$ cat config.mk
export PLATFORM = sky130hd
export DESIGN_NAME = p2s_stream
export DESIGN_NICKNAME = d
export VERILOG_FILES = /design/src/rtl/p2s_pkg.sv /design/src/rtl/p2s_hold.sv /design/src/rtl/p2s_stream.sv
export SDC_FILE = /design/constraint.sdc
export NUM_CORES = 1
export LEC_CHECK = 0
export CORE_MARGIN = 5
export CORE_UTILIZATION = 48
export CTS_BUF_LIST = sky130_fd_sc_hd__clkbuf_8
export DETAILED_ROUTE_END_ITERATION = 8
export PLACE_DENSITY = 0.8
export SLEW_MARGIN = 20
export SYNTH_ARGS = -nofsm -noshare
export SYNTH_HDL_FRONTEND = slang
export SYNTH_SLANG_ARGS = --single-unit
$ cat constraint.sdc
create_clock -name clk -period 1.5 [get_ports clk]
set_input_delay 0.3 -clock clk [delete_from_list [all_inputs] [get_ports clk]]
set_output_delay 0.3 -clock clk [all_outputs]
set_load 0.01 [all_outputs]
$ cat src/rtl/p2s_pkg.sv
// Shared definitions for the p2s_stream parallel-to-serial converter:
// counter sizing helper and the registered serial-output bundle.
package p2s_pkg;

    // Bits needed to hold a count of 0..value-1 (at least 1 for value >= 2).
    function automatic int p2s_clog2(input int value);
        int result;
        result = 0;
        for (int v = value - 1; v > 0; v = v >> 1) begin
            result = result + 1;
        end
        return result;
    endfunction

    localparam int P2S_DEFAULT_WIDTH = 8;
    localparam int P2S_DEFAULT_CNT_W = p2s_clog2(P2S_DEFAULT_WIDTH);

    typedef struct packed {
        logic data;
        logic vld;
        logic sof;
        logic eof;
    } p2s_out_t;

    localparam p2s_out_t P2S_OUT_IDLE = '{data: 1'b0, vld: 1'b0, sof: 1'b0, eof: 1'b0};

endpackage

$ cat src/rtl/p2s_hold.sv
// One-entry valid/ready holding register feeding the serializer.
// Clear wins over accept; accept and pop never coincide since in_ready is low while full.
module p2s_hold
    import p2s_pkg::*;
#(
    parameter int WIDTH = P2S_DEFAULT_WIDTH
) (
    input  logic             clk,
    input  logic             n_rst,
    input  logic             clr,
    input  logic [WIDTH-1:0] din,
    input  logic             in_valid,
    output logic             in_ready,
    input  logic             pop,
    output logic [WIDTH-1:0] dout,
    output logic             full
);

    logic [WIDTH-1:0] data_q;
    logic [WIDTH-1:0] data_d;
    logic             full_q;
    logic             full_d;
    logic             accept_s;

    assign accept_s = in_valid && !full_q && !clr;

    // Next-state for the holding slot: clear, accept, pop, or hold.
    always_comb begin
        data_d = data_q;
        full_d = full_q;
        if (clr) begin
            full_d = 1'b0;
        end else if (accept_s) begin
            data_d = din;
            full_d = 1'b1;
        end else if (pop) begin
            full_d = 1'b0;
        end else begin
            full_d = full_q;
        end
    end

    // Holding slot registers.
    always_ff @(posedge clk or negedge n_rst) begin
        if (!n_rst) begin
            data_q <= {WIDTH{1'b0}};
            full_q <= 1'b0;
        end else begin
            data_q <= data_d;
            full_q <= full_d;
        end
    end

    assign in_ready = !full_q;
    assign dout     = data_q;
    assign full     = full_q;

endmodule

$ cat src/rtl/p2s_stream.sv
// Parallel-to-serial converter with a one-word holding slot so consecutive
// words stream out gaplessly; framed by registered vld/sof/eof.
module p2s_stream
    import p2s_pkg::*;
#(
    parameter int WIDTH     = P2S_DEFAULT_WIDTH,
    parameter bit MSB_FIRST = 1'b1
) (
    input  logic             clk,
    input  logic             n_rst,
    input  logic             clr,
    input  logic [WIDTH-1:0] din,
    input  logic             in_valid,
    output logic             in_ready,
    input  logic             send,
    output logic             data,
    output logic             vld,
    output logic             sof,
    output logic             eof,
    output logic             busy
);

    localparam int CNT_W = p2s_clog2(WIDTH);
    localparam logic [CNT_W-1:0] CNT_ZERO = CNT_W'(0);
    localparam logic [CNT_W-1:0] CNT_ONE  = CNT_W'(1);
    localparam logic [CNT_W-1:0] CNT_LAST = CNT_W'(WIDTH - 1);

    logic [WIDTH-1:0] hold_dout_s;
    logic             hold_full_s;
    logic             pop_s;

    logic [WIDTH-2:0] sreg_q;
    logic [WIDTH-2:0] sreg_d;
    logic [CNT_W-1:0] cnt_q;
    logic [CNT_W-1:0] cnt_d;
    p2s_out_t         out_q;
    p2s_out_t         out_d;

    p2s_hold #(.WIDTH(WIDTH)) u_hold (
        .clk      (clk),
        .n_rst    (n_rst),
        .clr      (clr),
        .din      (din),
        .in_valid (in_valid),
        .in_ready (in_ready),
        .pop      (pop_s),
        .dout     (hold_dout_s),
        .full     (hold_full_s)
    );

    // Shifter / counter next state; priority is clr, then send, then hold still.
    always_comb begin
        out_d  = P2S_OUT_IDLE;
        sreg_d = sreg_q;
        cnt_d  = cnt_q;
        pop_s  = 1'b0;
        if (clr) begin
            cnt_d  = CNT_ZERO;
            sreg_d = {(WIDTH-1){1'b0}};
        end else if (send) begin
            if (cnt_q != CNT_ZERO) begin
                if (MSB_FIRST) begin
                    out_d.data = sreg_q[WIDTH-2];
                    sreg_d     = sreg_q << 1;
                end else begin
                    out_d.data = sreg_q[0];
                    sreg_d     = sreg_q >> 1;
                end
                cnt_d     = cnt_q - CNT_ONE;
                out_d.vld = 1'b1;
                out_d.eof = (cnt_q == CNT_ONE);
            end else if (hold_full_s) begin
                if (MSB_FIRST) begin
                    out_d.data = hold_dout_s[WIDTH-1];
                    sreg_d     = hold_dout_s[WIDTH-2:0];
                end else begin
                    out_d.data = hold_dout_s[0];
                    sreg_d     = hold_dout_s[WIDTH-1:1];
                end
                pop_s     = 1'b1;
                cnt_d     = CNT_LAST;
                out_d.vld = 1'b1;
                out_d.sof = 1'b1;
            end else begin
                out_d = P2S_OUT_IDLE;
            end
        end else begin
            // send low freezes the shifter; only the output framing drops.
            out_d = P2S_OUT_IDLE;
        end
    end

    // Shifter, bit counter and serial output registers.
    always_ff @(posedge clk or negedge n_rst) begin
        if (!n_rst) begin
            sreg_q <= {(WIDTH-1){1'b0}};
            cnt_q  <= CNT_ZERO;
            out_q  <= P2S_OUT_IDLE;
        end else begin
            sreg_q <= sreg_d;
            cnt_q  <= cnt_d;
            out_q  <= out_d;
        end
    end

    assign data = out_q.data;
    assign vld  = out_q.vld;
    assign sof  = out_q.sof;
    assign eof  = out_q.eof;
    assign busy = (cnt_q != CNT_ZERO) || hold_full_s;

endmodule

Yosys cells after proc, flatten, opt, wreduce, memory -nomap -nowiden. Index checks and enable logic that the tools add are counted. Widths: inputs -> output; s select.

Bits in registers: 23. Bits in latches: 0. RAM bits: 0. Bits in read-only memories: 0. Input bits: 13. Output and inout bits: 6. Logic and storage cells: 43. Memories: 0.

Add/sub/neg operators: 1. Multiply operators: 0. Divide/modulo/power cells: 0. Order comparisons: 0. Eq/ne operators: 1. Shifts and indexed selects: 0. Mux-type cells: 21. Bitwise logic cells: 1. Reduce and logical (&&, ||, !) cells: 11.

Operators by type and width (number): $mux 7 (4); $mux 3 (5); $mux 1 (9); $reduce_bool 3->1 (3); $mux 4 (2); $reduce_and 2->1 (2); $eq 3x1->1 const B (1); $sub 3x1->3 const B (1); $logic_and 1x1->1 (2); $logic_not 1->1 (2); $mux 2 (1); $reduce_bool 2->1 (1); $logic_or 1x1->1 (1); $not 1->1 (1).

Logic depth before layout (Yosys ltp). Gate-level depths: netlist of run 1.

Depth in word-level cells: 7. Mapped depth: 6. Mapped depth without buffers: 5.

Hierarchy. A second synthesis of run 1 with hierarchy kept.

Cell total of the unflattened synthesis: 77. Area, all modules: 1026.0 um2.

By module, submodules not included: p2s_stream (times used 1, cells an instance 56, area an instance 676.9 um2, sequential area each 350.3 um2); p2s_hold (times used 1, cells an instance 21, area an instance 349.1 um2, sequential area each 225.2 um2).

Worst setup path after synthesis of run 1. Ideal clock, no wire load.

Kind: reg-to-reg. Start point: register cnt_q[0]. End point: register cnt_q[0]. Setup time: 0.079 ns. Arrival time: 1.506 ns. Required time: 1.421 ns. Slack: -0.085 ns. Cell stages (with the launch flop): 7. Buffers on the path: 1. Period minus slack after synthesis: 1.585 ns. Cell sequence: dfrtp_1 -> inv_1 -> ha_1 -> or3b_1 -> buf_6 -> a21oi_4 -> o2bb2ai_1.

Word-level cells in the longest chain between the ends: 4. Elaborated cells on any way between the ends: 7. Those cells by class: add/sub: 1; mux: 3; reduce/logical: 3.

RTL lines: start: declaration (line p2s_stream.sv:34) `logic [CNT_W-1:0] cnt_q;`; start signal: assignment (line p2s_stream.sv:101) `cnt_q <= cnt_d;`; $sub 3x1->3 or $reduce_bool 3->1 (tied branches) (line p2s_stream.sv:69, p2s_stream.sv:61); $mux 3 (line p2s_stream.sv:61) `if (cnt_q != CNT_ZERO) begin`; $mux 3 (line p2s_stream.sv:60) `end else if (send) begin`; $mux 3 (line p2s_stream.sv:57) `if (clr) begin`.

Several ways; a longest one is shown, not always the timed one. The select of a mux whose other input is x is not followed. A chain may end at the register's enable or synchronous reset.

Worst setup path after layout of run 1.
Start point: register cnt_q[1]. End point: output busy.

Word-level cells in the longest chain between the ends: 2.

RTL lines: $reduce_bool 3->1 (line p2s_stream.sv:110) `assign busy = (cnt_q != CNT_ZERO) || hold_full_s;`; $logic_or 1x1->1 (line p2s_stream.sv:110); end: declaration (line p2s_stream.sv:20) `output logic busy`.

No other way between the ends.

==> results.sh, run 1 <==
export IMPL_status="complete, but fails checks"
export IMPL_violations="setup timing"
export IMPL_h_tree_depth=1
export IMPL_layout_common_cells="23 x dfrtp_1, 16 x clkdlybuf4s50_1, 15 x buf_4"
export IMPL_ys_seq_elements=23
export IMPL_n_fill_cell=137
export IMPL_required_ns=1.20
export IMPL_cts_tree="done"
export IMPL_worstMarginPinSlew_ns=0.5679
export IMPL_hold_path_class="in -> async"
export IMPL_fin_worst_skew_ns=0.004741
export IMPL_overflow=0
export IMPL_power_mw=2.142
export IMPL_pin_count=19
export IMPL_routedWlPerCell_um=16.53
export IMPL_drive_above_1_share=0.3983
export IMPL_coreArea_sq_um=2002
export IMPL_path_clk_slew_ns=0.08
export IMPL_io_buffer_count=18
export IMPL_path_cells="inv_2 > ha_4 > or3b_4 > buf_6"
export IMPL_root_buffer="clkbuf_8"
export IMPL_register_area_sq_um=575.6
export IMPL_insertion_delay_ns=0.26
export IMPL_grt_pass1_vias=813
export IMPL_path_buf_inv=2
export IMPL_diodes=0
export IMPL_layout_commonest_cell="dfrtp_1"
export IMPL_arrival_ns=1.40
export IMPL_hold_viol=0
export IMPL_post_dp_hpwl_mm=1.490
export IMPL_period_share=1.133
export IMPL_totalNegativeSetupSlack_ns=-1.649
export IMPL_seq_area_frac_synth=0.5576
export IMPL_peakVddDrop_uv=914.8
export IMPL_synthCells=80
export IMPL_dr_pass1_iters=4
export IMPL_rows=16
export IMPL_syn_nets=96
export IMPL_routed_wl_mm=2.397
export IMPL_synth_main_ff_cell="dfrtp_1"
export IMPL_grt_pass1_wl_mm=3.657
export IMPL_postRouteAntennaNets=0
export IMPL_synthToLayoutAreaGrowth_pct=47.52
export IMPL_max_clock_path_buffers=2
export IMPL_slowest_delay_ns=0.40
export IMPL_fmax_mhz=588.4
export IMPL_gp_congestion=0.8137
export IMPL_vias_per_cell=5.434
export IMPL_period_needed_ns=1.700
export IMPL_die_x_um=56.38
export IMPL_syn_area_per_cell_sq_um=12.90
export IMPL_multi_input_area_sq_um=501.7
export IMPL_grt_max_degree=24
export IMPL_drtIter0Drc=8
export IMPL_critical_path_slowest_cell="dfrtp_1"
export IMPL_syn_area_sq_um=1032
export IMPL_p_leak_nw=0.6845
export IMPL_grt_usage=0.1480
export IMPL_initial_utilization=0.5156
export IMPL_rsz0062_at_grt="yes"
export IMPL_startpoint_type="register"
export IMPL_drv_cap=0
export IMPL_worst_slack_ns=-0.1996
export IMPL_setup_viol_count_final=11
export IMPL_synth_warnings=0
export IMPL_drc=0
export IMPL_final_nets=135
export IMPL_cts_made_buffers=3
export IMPL_crit_family="flip-flops"
export IMPL_antenna_found_initial=0
export IMPL_cp_max_fo=2
export IMPL_power_density_nw_per_um2=1407
export IMPL_crit_type="reg -> out"
export IMPL_ys_types=27
export IMPL_clock_sinks=23
export IMPL_maxSlewViolCount=0
export IMPL_final_util=0.7606
export IMPL_worstSetupEndpointType="primary output"
export IMPL_synth_edf_count=0
export IMPL_die_area_sq_um=3178
export IMPL_die_h_um=56.38
export IMPL_dr_total_vias=788
export IMPL_ys_async_sr_fraction=1.000
export IMPL_slew_headroom=0.6202
## worst register-to-register path: stages, from the launching register on
cell       delay, ns
dfrtp_1         0.40
inv_2           0.09
ha_4            0.14
or3b_4          0.38
buf_4           0.18
a21oi_4         0.18
buf_12          0.14
o2bb2ai_1       0.12
## per-layer routing
layer	share of wire	global-route usage	vias up	routed length [um]
met2	0.52	0.2571	24	1245
met1	0.42	0.1727	395	996
met5	0	0	-	0
met4	0.016	0.06102	0	38
li1	-	-	363	-
met3	0.049	0.03670	6	117
## cell type report
class,count,area share
clock buffer,3,0.02712
multi-input combinational,49,0.3295
tap,27,0.02219
timing repair buffer,37,0.2276
sequential,23,0.3780
inverter,5,0.01233
clock inverter,1,0.003287
## Yosys cell counts, types with 2 or more instances
cell type / count / area, sq um
a21oi_1: 3 / 15.01
dfrtp_1: 23 / 575.6
nor2b_1: 2 / 12.51
mux2i_1: 6 / 60.06
nand2_1: 3 / 11.26
a21o_1: 2 / 15.01
mux2_2: 7 / 78.83
buf_2: 2 / 10.01
inv_1: 5 / 18.77
o2bb2ai_1: 8 / 70.07
ha_1: 3 / 37.54
## stage by stage
stage | instances | hold slack [ns] | setup slack, ns | cell area [sq um]
floorplan | 80 | 0.004409 | 0.01363 | 1045
global placement | 134 | 0.4713 | -0.2173 | 1331
detailed placement | 134 | 0.4733 | -0.2381 | 1331
CTS | 141 | 0.3995 | -0.1935 | 1431
global route | 145 | 0.4191 | -0.2726 | 1523
finish | 145 | 0.3875 | -0.1996 | 1523
## worst paths after layout
check | depth (start not counted) | slack, ns | end | startpoint
max in group asynchronous | 2 | 0.88 | sreg_q[5] | n_rst
worst min-delay path | 2 | 0.39 | sof | n_rst
worst max-delay path | 4 | -0.20 | busy | cnt_q[1]
min in group clk | 1 | 0.49 | sreg_q[4] | sreg_q[4]
worst max register to register | 7 | -0.20 | sreg_q[1] | cnt_q[1]
worst min register to register | 1 | 0.49 | sreg_q[4] | sreg_q[4]
## sequential cells by signal (all words and copies together) (netlist names)
name	flops
cnt_q	3
data	1
eof	1
sof	1
sreg_q	7
u_hold.dout	8
u_hold.full	1
vld	1
## repair_timing
item / 4_1_cts / 5_1_grt
setup endpoints to repair: 11 / 20
cloned: 0 / 1
hold endpoints to repair: 0 / 0
setup buffers: 3 / 3
gates resized for setup: 10 / 11
hold buffers: 0 / 0
pin swaps: 1 / 6
## logic make-up (layout without fill, tap and decap cells)
logic type / after synthesis / count (layout) / share of synthesized area
muxes: 14 / 14 / 0.1455
adders and majority gates: 3 / 3 / 0.03637
buffers and inverters: 9 / 46 / 0.04242
and+or+nand+nor: 14 / 15 / 0.08242
DFF: 23 / 23 / 0.5576
AOI/OAI and AO/OA: 17 / 17 / 0.1358
## report_power, final
part | total, mW | internal [mW] | switching (mW)
clock | 0.384 | 0.185 | 0.198
sequential | 0.806 | 0.733 | 0.0726
combinational | 0.952 | 0.538 | 0.414
No activity file was read; power rests on OpenSTA's default activity.
==> inputs of run 2 (changes only) <==
--- a/config.mk
+++ b/config.mk
@@ -10,7 +10,7 @@
 export CTS_BUF_LIST = sky130_fd_sc_hd__clkbuf_8
 export DETAILED_ROUTE_END_ITERATION = 8
 export PLACE_DENSITY = 0.8
-export SLEW_MARGIN = 20
+export SLEW_MARGIN = 5
 export SYNTH_ARGS = -nofsm -noshare
 export SYNTH_HDL_FRONTEND = slang
 export SYNTH_SLANG_ARGS = --single-unit
==> results of run 2 <==
No change in the layout: final DEF, timing and power equal those of run 1.
==> inputs of run 3 (changes only) <==
--- a/config.mk
+++ b/config.mk
@@ -8,6 +8,7 @@
 export CORE_MARGIN = 5
 export CORE_UTILIZATION = 48
 export CTS_BUF_LIST = sky130_fd_sc_hd__clkbuf_8
+export CTS_CLUSTER_DIAMETER = 40
 export DETAILED_ROUTE_END_ITERATION = 8
 export PLACE_DENSITY = 0.8
 export SLEW_MARGIN = 5
==> results of run 3 <==
No change in the layout: final DEF, timing and power equal those of run 1.
